<file path="src/rtl/paillier_host_ctrl_pkg.sv">
// paillier_host_ctrl_pkg: opcodes, response error codes, FSM states
// and helpers shared by the Paillier host sequencer and its watchdog.
package paillier_host_ctrl_pkg;

    localparam int PAILLIER_WIDTH = 128;

    localparam logic [3:0] OP_ENC = 4'b0001;
    localparam logic [3:0] OP_DEC = 4'b0010;
    localparam logic [3:0] OP_ADD = 4'b0100;
    localparam logic [3:0] OP_MUL = 4'b1000;

    localparam logic [1:0] ERR_OK      = 2'b00;
    localparam logic [1:0] ERR_ILLEGAL = 2'b01;
    localparam logic [1:0] ERR_TIMEOUT = 2'b10;

    typedef enum logic [2:0] {
        S_IDLE,
        S_CRST,
        S_ARM,
        S_ISSUE,
        S_WAIT_OUT,
        S_WAIT_DONE,
        S_RESP
    } state_e;

    // A command is legal when exactly one opcode bit is set.
    function automatic logic op_legal(input logic [3:0] op);
        return $onehot(op);
    endfunction

endpackage

</file>
<file path="src/rtl/paillier_op_watchdog.sv">
// paillier_op_watchdog: cycle counter guarding one core operation.
// Ports: clk, rst (sync, active high), clr (zero the count), en (count
// this cycle), expired (high in the TIMEOUT-th enabled cycle since clr).
module paillier_op_watchdog #(
    parameter int TIMEOUT = 1_000_000
) (
    input  logic clk,
    input  logic rst,
    input  logic clr,
    input  logic en,
    output logic expired
);

    localparam int CW = $clog2(TIMEOUT + 1);

    logic [CW-1:0] cnt_q;

    // The counter saturates once expired so it can never wrap around.
    always_ff @(posedge clk) begin
        if (rst || clr) begin
            cnt_q <= '0;
        end else if (en && !expired) begin
            cnt_q <= cnt_q + CW'(1);
        end
    end

    assign expired = en && (cnt_q >= CW'(TIMEOUT - 1));

endmodule

</file>
<file path="src/rtl/paillier_host_ctrl.sv">
// paillier_host_ctrl: runs one Paillier core operation per command.
// Ports: clk, rst (sync, active high); cmd_valid/cmd_ready/cmd_op/
// cmd_a/cmd_b command in; core_rst_n/core_number_1/core_number_2/
// core_state to the core; core_output_start/core_done/core_result from
// the core; rsp_valid/rsp_ready/rsp_data/rsp_op/rsp_err response out;
// busy while not idle. Every output is a flop.
module paillier_host_ctrl
    import paillier_host_ctrl_pkg::*;
#(
    parameter int WIDTH      = PAILLIER_WIDTH,
    parameter int RST_CYCLES = 2,
    parameter int TIMEOUT    = 1_000_000
) (
    input  logic             clk,
    input  logic             rst,
    input  logic             cmd_valid,
    output logic             cmd_ready,
    input  logic [3:0]       cmd_op,
    input  logic [WIDTH-1:0] cmd_a,
    input  logic [WIDTH-1:0] cmd_b,
    output logic             core_rst_n,
    output logic [WIDTH-1:0] core_number_1,
    output logic [WIDTH-1:0] core_number_2,
    output logic [3:0]       core_state,
    input  logic             core_output_start,
    input  logic             core_done,
    input  logic [WIDTH-1:0] core_result,
    output logic             rsp_valid,
    input  logic             rsp_ready,
    output logic [WIDTH-1:0] rsp_data,
    output logic [3:0]       rsp_op,
    output logic [1:0]       rsp_err,
    output logic             busy
);

    localparam int RCW = (RST_CYCLES > 1) ? $clog2(RST_CYCLES) : 1;

    state_e state_q;
    state_e state_nx;
    logic [1:0] err_nx;

    logic [3:0]       op_q;
    logic [WIDTH-1:0] a_q;
    logic [WIDTH-1:0] b_q;
    logic [WIDTH-1:0] res_q;
    logic [RCW-1:0]   rcnt_q;

    logic wd_clr;
    logic wd_en;
    logic wd_expired;

    logic             cmd_ready_d;
    logic             core_rst_n_d;
    logic [WIDTH-1:0] num1_d;
    logic [WIDTH-1:0] num2_d;
    logic [3:0]       core_state_d;
    logic             rsp_valid_d;
    logic [WIDTH-1:0] rsp_data_d;
    logic [3:0]       rsp_op_d;
    logic [1:0]       rsp_err_d;
    logic             busy_d;

    // The count starts fresh in ARM, so ISSUE is the first counted cycle.
    assign wd_clr = (state_q == S_ARM);
    assign wd_en  = (state_q == S_ISSUE) || (state_q == S_WAIT_OUT) ||
                    (state_q == S_WAIT_DONE);

    paillier_op_watchdog #(
        .TIMEOUT (TIMEOUT)
    ) u_watchdog (
        .clk     (clk),
        .rst     (rst),
        .clr     (wd_clr),
        .en      (wd_en),
        .expired (wd_expired)
    );

    always_ff @(posedge clk) begin
        if (rst) begin
            state_q <= S_IDLE;
        end else begin
            state_q <= state_nx;
        end
    end

    always_comb begin
        state_nx = state_q;
        err_nx   = ERR_OK;
        unique case (state_q)
            S_IDLE: begin
                if (cmd_valid) begin
                    if (op_legal(cmd_op)) begin
                        state_nx = S_CRST;
                    end else begin
                        state_nx = S_RESP;
                        err_nx   = ERR_ILLEGAL;
                    end
                end
            end
            S_CRST: begin
                if (rcnt_q == RCW'(RST_CYCLES - 1)) begin
                    state_nx = S_ARM;
                end
            end
            S_ARM:   state_nx = S_ISSUE;
            S_ISSUE: state_nx = S_WAIT_OUT;
            S_WAIT_OUT: begin
                // A completion wins over a watchdog expiry in the same cycle.
                if (core_output_start && core_done) begin
                    state_nx = S_RESP;
                end else if (core_output_start) begin
                    state_nx = S_WAIT_DONE;
                end else if (core_done || wd_expired) begin
                    // done without any result is treated like a hang
                    state_nx = S_RESP;
                    err_nx   = ERR_TIMEOUT;
                end
            end
            S_WAIT_DONE: begin
                if (core_done) begin
                    state_nx = S_RESP;
                end else if (wd_expired) begin
                    state_nx = S_RESP;
                    err_nx   = ERR_TIMEOUT;
                end
            end
            S_RESP: begin
                if (rsp_ready) begin
                    state_nx = S_IDLE;
                end
            end
            default: state_nx = S_IDLE;
        endcase
    end

    // Output values are decoded from the next state and then registered,
    // so each output lines up with the state it belongs to.
    always_comb begin
        cmd_ready_d  = (state_nx == S_IDLE);
        busy_d       = (state_nx != S_IDLE);
        core_rst_n_d = (state_nx != S_CRST);
        num1_d       = '0;
        num2_d       = '0;
        core_state_d = '0;
        rsp_valid_d  = (state_nx == S_RESP);
        rsp_data_d   = '0;
        rsp_op_d     = '0;
        rsp_err_d    = ERR_OK;
        if (state_nx == S_ISSUE) begin
            num1_d = a_q;
            num2_d = b_q;
        end
        if ((state_nx == S_ISSUE) || (state_nx == S_WAIT_OUT) ||
            (state_nx == S_WAIT_DONE)) begin
            core_state_d = op_q;
        end
        if (state_nx == S_RESP) begin
            if (state_q == S_RESP) begin
                rsp_data_d = rsp_data;
                rsp_op_d   = rsp_op;
                rsp_err_d  = rsp_err;
            end else begin
                // Illegal ops go straight from IDLE, before op_q is loaded.
                rsp_op_d  = (state_q == S_IDLE) ? cmd_op : op_q;
                rsp_err_d = err_nx;
                if (err_nx == ERR_OK) begin
                    // Same-cycle start+done has not reached res_q yet.
                    rsp_data_d = (state_q == S_WAIT_OUT) ? core_result : res_q;
                end
            end
        end
    end

    always_ff @(posedge clk) begin
        if (rst) begin
            op_q   <= '0;
            a_q    <= '0;
            b_q    <= '0;
            res_q  <= '0;
            rcnt_q <= '0;
        end else begin
            if ((state_q == S_IDLE) && cmd_valid) begin
                op_q <= cmd_op;
                a_q  <= cmd_a;
                b_q  <= cmd_b;
            end
            if ((state_q == S_WAIT_OUT) && core_output_start) begin
                res_q <= core_result;
            end
            if (state_q == S_CRST) begin
                rcnt_q <= rcnt_q + RCW'(1);
            end else begin
                rcnt_q <= '0;
            end
        end
    end

    always_ff @(posedge clk) begin
        if (rst) begin
            cmd_ready     <= 1'b0;
            busy          <= 1'b0;
            core_rst_n    <= 1'b0;
            core_number_1 <= '0;
            core_number_2 <= '0;
            core_state    <= '0;
            rsp_valid     <= 1'b0;
            rsp_data      <= '0;
            rsp_op        <= '0;
            rsp_err       <= ERR_OK;
        end else begin
            cmd_ready     <= cmd_ready_d;
            busy          <= busy_d;
            core_rst_n    <= core_rst_n_d;
            core_number_1 <= num1_d;
            core_number_2 <= num2_d;
            core_state    <= core_state_d;
            rsp_valid     <= rsp_valid_d;
            rsp_data      <= rsp_data_d;
            rsp_op        <= rsp_op_d;
            rsp_err       <= rsp_err_d;
        end
    end

endmodule

</file>
<file path="config.mk">
export PLATFORM = sky130hd
export DESIGN_NAME = paillier_host_ctrl
export DESIGN_NICKNAME = d
export VERILOG_FILES = /design/src/rtl/paillier_host_ctrl_pkg.sv /design/src/rtl/paillier_op_watchdog.sv /design/src/rtl/paillier_host_ctrl.sv
export SDC_FILE = /design/constraint.sdc
export NUM_CORES = 1
export LEC_CHECK = 0
export CAP_MARGIN = 10
export CELL_PAD_IN_SITES_DETAIL_PLACEMENT = 0
export CELL_PAD_IN_SITES_GLOBAL_PLACEMENT = 1
export CORE_UTILIZATION = 30
export DETAILED_ROUTE_END_ITERATION = 10
export PLACE_DENSITY = 0.69
export SETUP_SLACK_MARGIN = 0.02
export SYNTH_ARGS = -nofsm -noshare
export SYNTH_HDL_FRONTEND = slang
export SYNTH_SLANG_ARGS = --single-unit
</file>
<file path="constraint.sdc">
create_clock -name clk -period 4.85 [get_ports clk]
set_clock_uncertainty 0.1 [all_clocks]
set_input_delay 0.97 -clock clk [delete_from_list [all_inputs] [get_ports clk]]
set_output_delay 0.97 -clock clk [all_outputs]
set_load 0.01 [all_outputs]
</file>
==> qor.yml <==
synth:
  ys.flop_type: "dfxtp_1"
  synth-edff-count: 0
  syn_inst: 3165
  synth.top_cell.area_share: 0.578
  synthTopCellsByArea: "dfxtp_1, nand2_1, a21oi_1"
  synth_area_sq_mm: 0.0280
  avgSynthCellArea_sq_um: 8.86
  synthArstFlopShare: 0
  ys_types: 49
  yosysTopAreaCell: "dfxtp_1"
  ys_seq_area_frac: 0.578
  syn_nets: 3563
  yosys_register_bits: 810
  yosys_warnings: 0
detailed_routing:
  drtPass1Iterations: 5
  drt-initial-drc-count: 1294
  wl_per_cell_um: 19.2
  final_antenna_net_count: 0
  drt-total-wl_mm: 99.4
  avgViaCountPerCell: 4.52
  drc: 0
  vias: 23400
die:
  dieArea_sq_mm: 0.0947
  fp.coreArea_sq_mm: 0.0921
  chipHeight_um: 308
  rows: 111
  initial_utilization: 0.304
  io_pins: 792
  die_w_um: 308
global_routing:
  grt_pass1_wl_mm: 146
  grt_overflow: 0
  grt_max_degree: 182
  track_usage: 0.203
  antenna_found_initial: 44
  grt_pass1_vias: 22500
cells_and_area:
  final_nets: 4254
  synthToLayoutAreaGrowth_pct: 43.6
  final_common_cell: "nand2_1"
  fill_cells: 9097
  multi_input_area_sq_mm: 0.0109
  stdcell_area_sq_mm: 0.0403
  layout_common_cells: "nand2_1, dfxtp_1, clkdlybuf4s50_1"
  drive_above_1_share: 0.0520
  fin_util: 0.437
  regArea_sq_mm: 0.0162
timing:
  finalHoldViolations: 0
  hold_slack_ns: 0.342
  slew_headroom: 0.279
  fmax_ghz: 0.257
  max_slew.worst_pin.slew_ns: 1.08
  layout_min_cycle_time_ns: 3.89
  fin_setup_tns_ns: 0
  rsz0062_at_grt: "false"
  slew_viol_final: 0
  final-setup-viol-count: 0
  post-route-period-util: 0.801
power:
  switchingPower_w: 0.00605
  netSwitchingFraction: 0.314
  power.density_mw_per_mm2: 478
  irDropWorstVdd_mv: 0.374
  clkPwrFrac: 0.357
  internal_power_w: 0.0132
  p_seq_frac: 0.403
  leakage_nw: 14.9
  power_frac_comb: 0.240
cts:
  clkLatencyLatePin_ns: 0.65
  cts_hold_buf: 0
  clockBufferDepth: 3
  cts_tree: "built"
  cts_resized: 0
  root_buffer: "clkbuf_16"
  path_clk_slew_ns: 0.06
  ctsHtreeMaxLevel: 3
  cts_setup_buffers: 0
  clkSinkCount: 810
  cts_made_buffers: 90
setup_path:
  cp_cell_sequence: "clkdlybuf4s50_1, inv_1, fa_1, inv_1, ha_1, ha_1, or3b_2, o21ai_0, o211a_4, buf_12, buf_4, and2_1"
  start_kind: "primary input"
  required_ns: 5.35
  critPathMaxStageDelay_ns: 0.55
  ff2ff_path_depth: 5
  crit_arrival_ns: 4.38
  endpoint_kind: "register"
  crit_cells: 12
  critical-path-top-delay-family: "buffers and inverters"
  cp_num_buf_inv: 5
  ff2ff_setup_slack_ns: 1.74
  path_class: "primary input to register"
  crit_slowest_cell: "clkdlybuf4s50_1"
  critical_path.max_fanout: 36
run_status:
  outcome: "completed"
place:
  placed_area_sq_mm: 0.0372
  hpwl_mm: 67.5
  gp_congestion: 0.830
  port-buffer-count: 791
hold_path:
  min_path_cells: 1
  hold_path.class: "register to register"
flow_run:
  maxCapViolCount: 0
==> cell usage after synthesis (3+ instances only) <==
cell	instances
nand2_1	932
dfxtp_1	810
a21oi_1	407
and2_1	261
clkbuf_1	190
o21ai_0	134
mux2i_1	133
and3_1	129
buf_2	38
o31ai_1	12
or4_1	12
inv_1	11
nor2_1	11
nand3_1	9
buf_6	6
nand4_1	5
o211a_1	5
o211ai_1	5
buf_1	4
nor3_1	4
or3_1	4
and4_1	3
ha_1	3
nor2b_1	3
o21ai_1	3
==> layout make-up <==
cell class,count,area share
inverter,11,0.00103
sequential,810,0.403
clock inverter,26,0.00708
antenna,18,0.00112
timing repair buffer,837,0.212
clock buffer,134,0.0673
multi-input combinational,2106,0.270
tap,1243,0.0386
==> final timing paths <==
kind / from / endpoint
max: cmd_op[1] / core_number_2[96]
min: b_q[46] / core_number_2[46]
min reg2reg: b_q[46] / core_number_2[46]
max reg2reg: state_q[0] / b_q[28]
==> power groups by stage <==
stage                     Clock [W]  Combinational [W]  Sequential [W]
final                       0.00688            0.00462         0.00777
after global placement            0            0.00469         0.00790
after CTS                   0.00708            0.00472         0.00777
after global routing        0.00736            0.00513         0.00786
after floorplan                   0            0.00287         0.00783
after detailed placement          0            0.00471         0.00791
==> state kept, by name, summed over array words and instances, names as in the netlist, 20 cells and up <==
signal / flops
core_number_1: 128
a_q: 128
b_q: 128
core_number_2: 128
rsp_data: 128
u_watchdog.cnt_q: 20
res_q: 128
==> logic make-up (layout without fill, tap and decap cells) <==
| group | Yosys count | count (layout) | share of synthesized area |
|---|---|---|---|
| mux | 133 | 133 | 0.0475 |
| buf+inv | 249 | 1008 | 0.0366 |
| compound gates | 581 | 581 | 0.109 |
| fa+ha+maj | 4 | 4 | 0.00205 |
| other cells | 0 | 18 | 0 |
| simple gates | 1386 | 1386 | 0.226 |
| flops | 810 | 810 | 0.578 |
| xor+xnor | 2 | 2 | 0.000625 |
==> stage by stage <==
step           setup slack, ns  power, W  std cells
3_5_place_dp             0.275    0.0126       5007
4_1_cts                   1.00    0.0196       5167
5_1_grt                  0.794    0.0204       5178
2_1_floorplan             1.16    0.0107       3165
3_3_place_gp             0.351    0.0126       5007
6_report                 0.964    0.0193       5185
==> layer usage <==
metal | global-route usage | share of wire
met1 | 0.236 | 0.40
met2 | 0.327 | 0.47
met4 | 0.0764 | 0.030
met3 | 0.0905 | 0.10
met5 | 0 | 0.0031
Note: power is estimated with default switching activity, not from simulation.
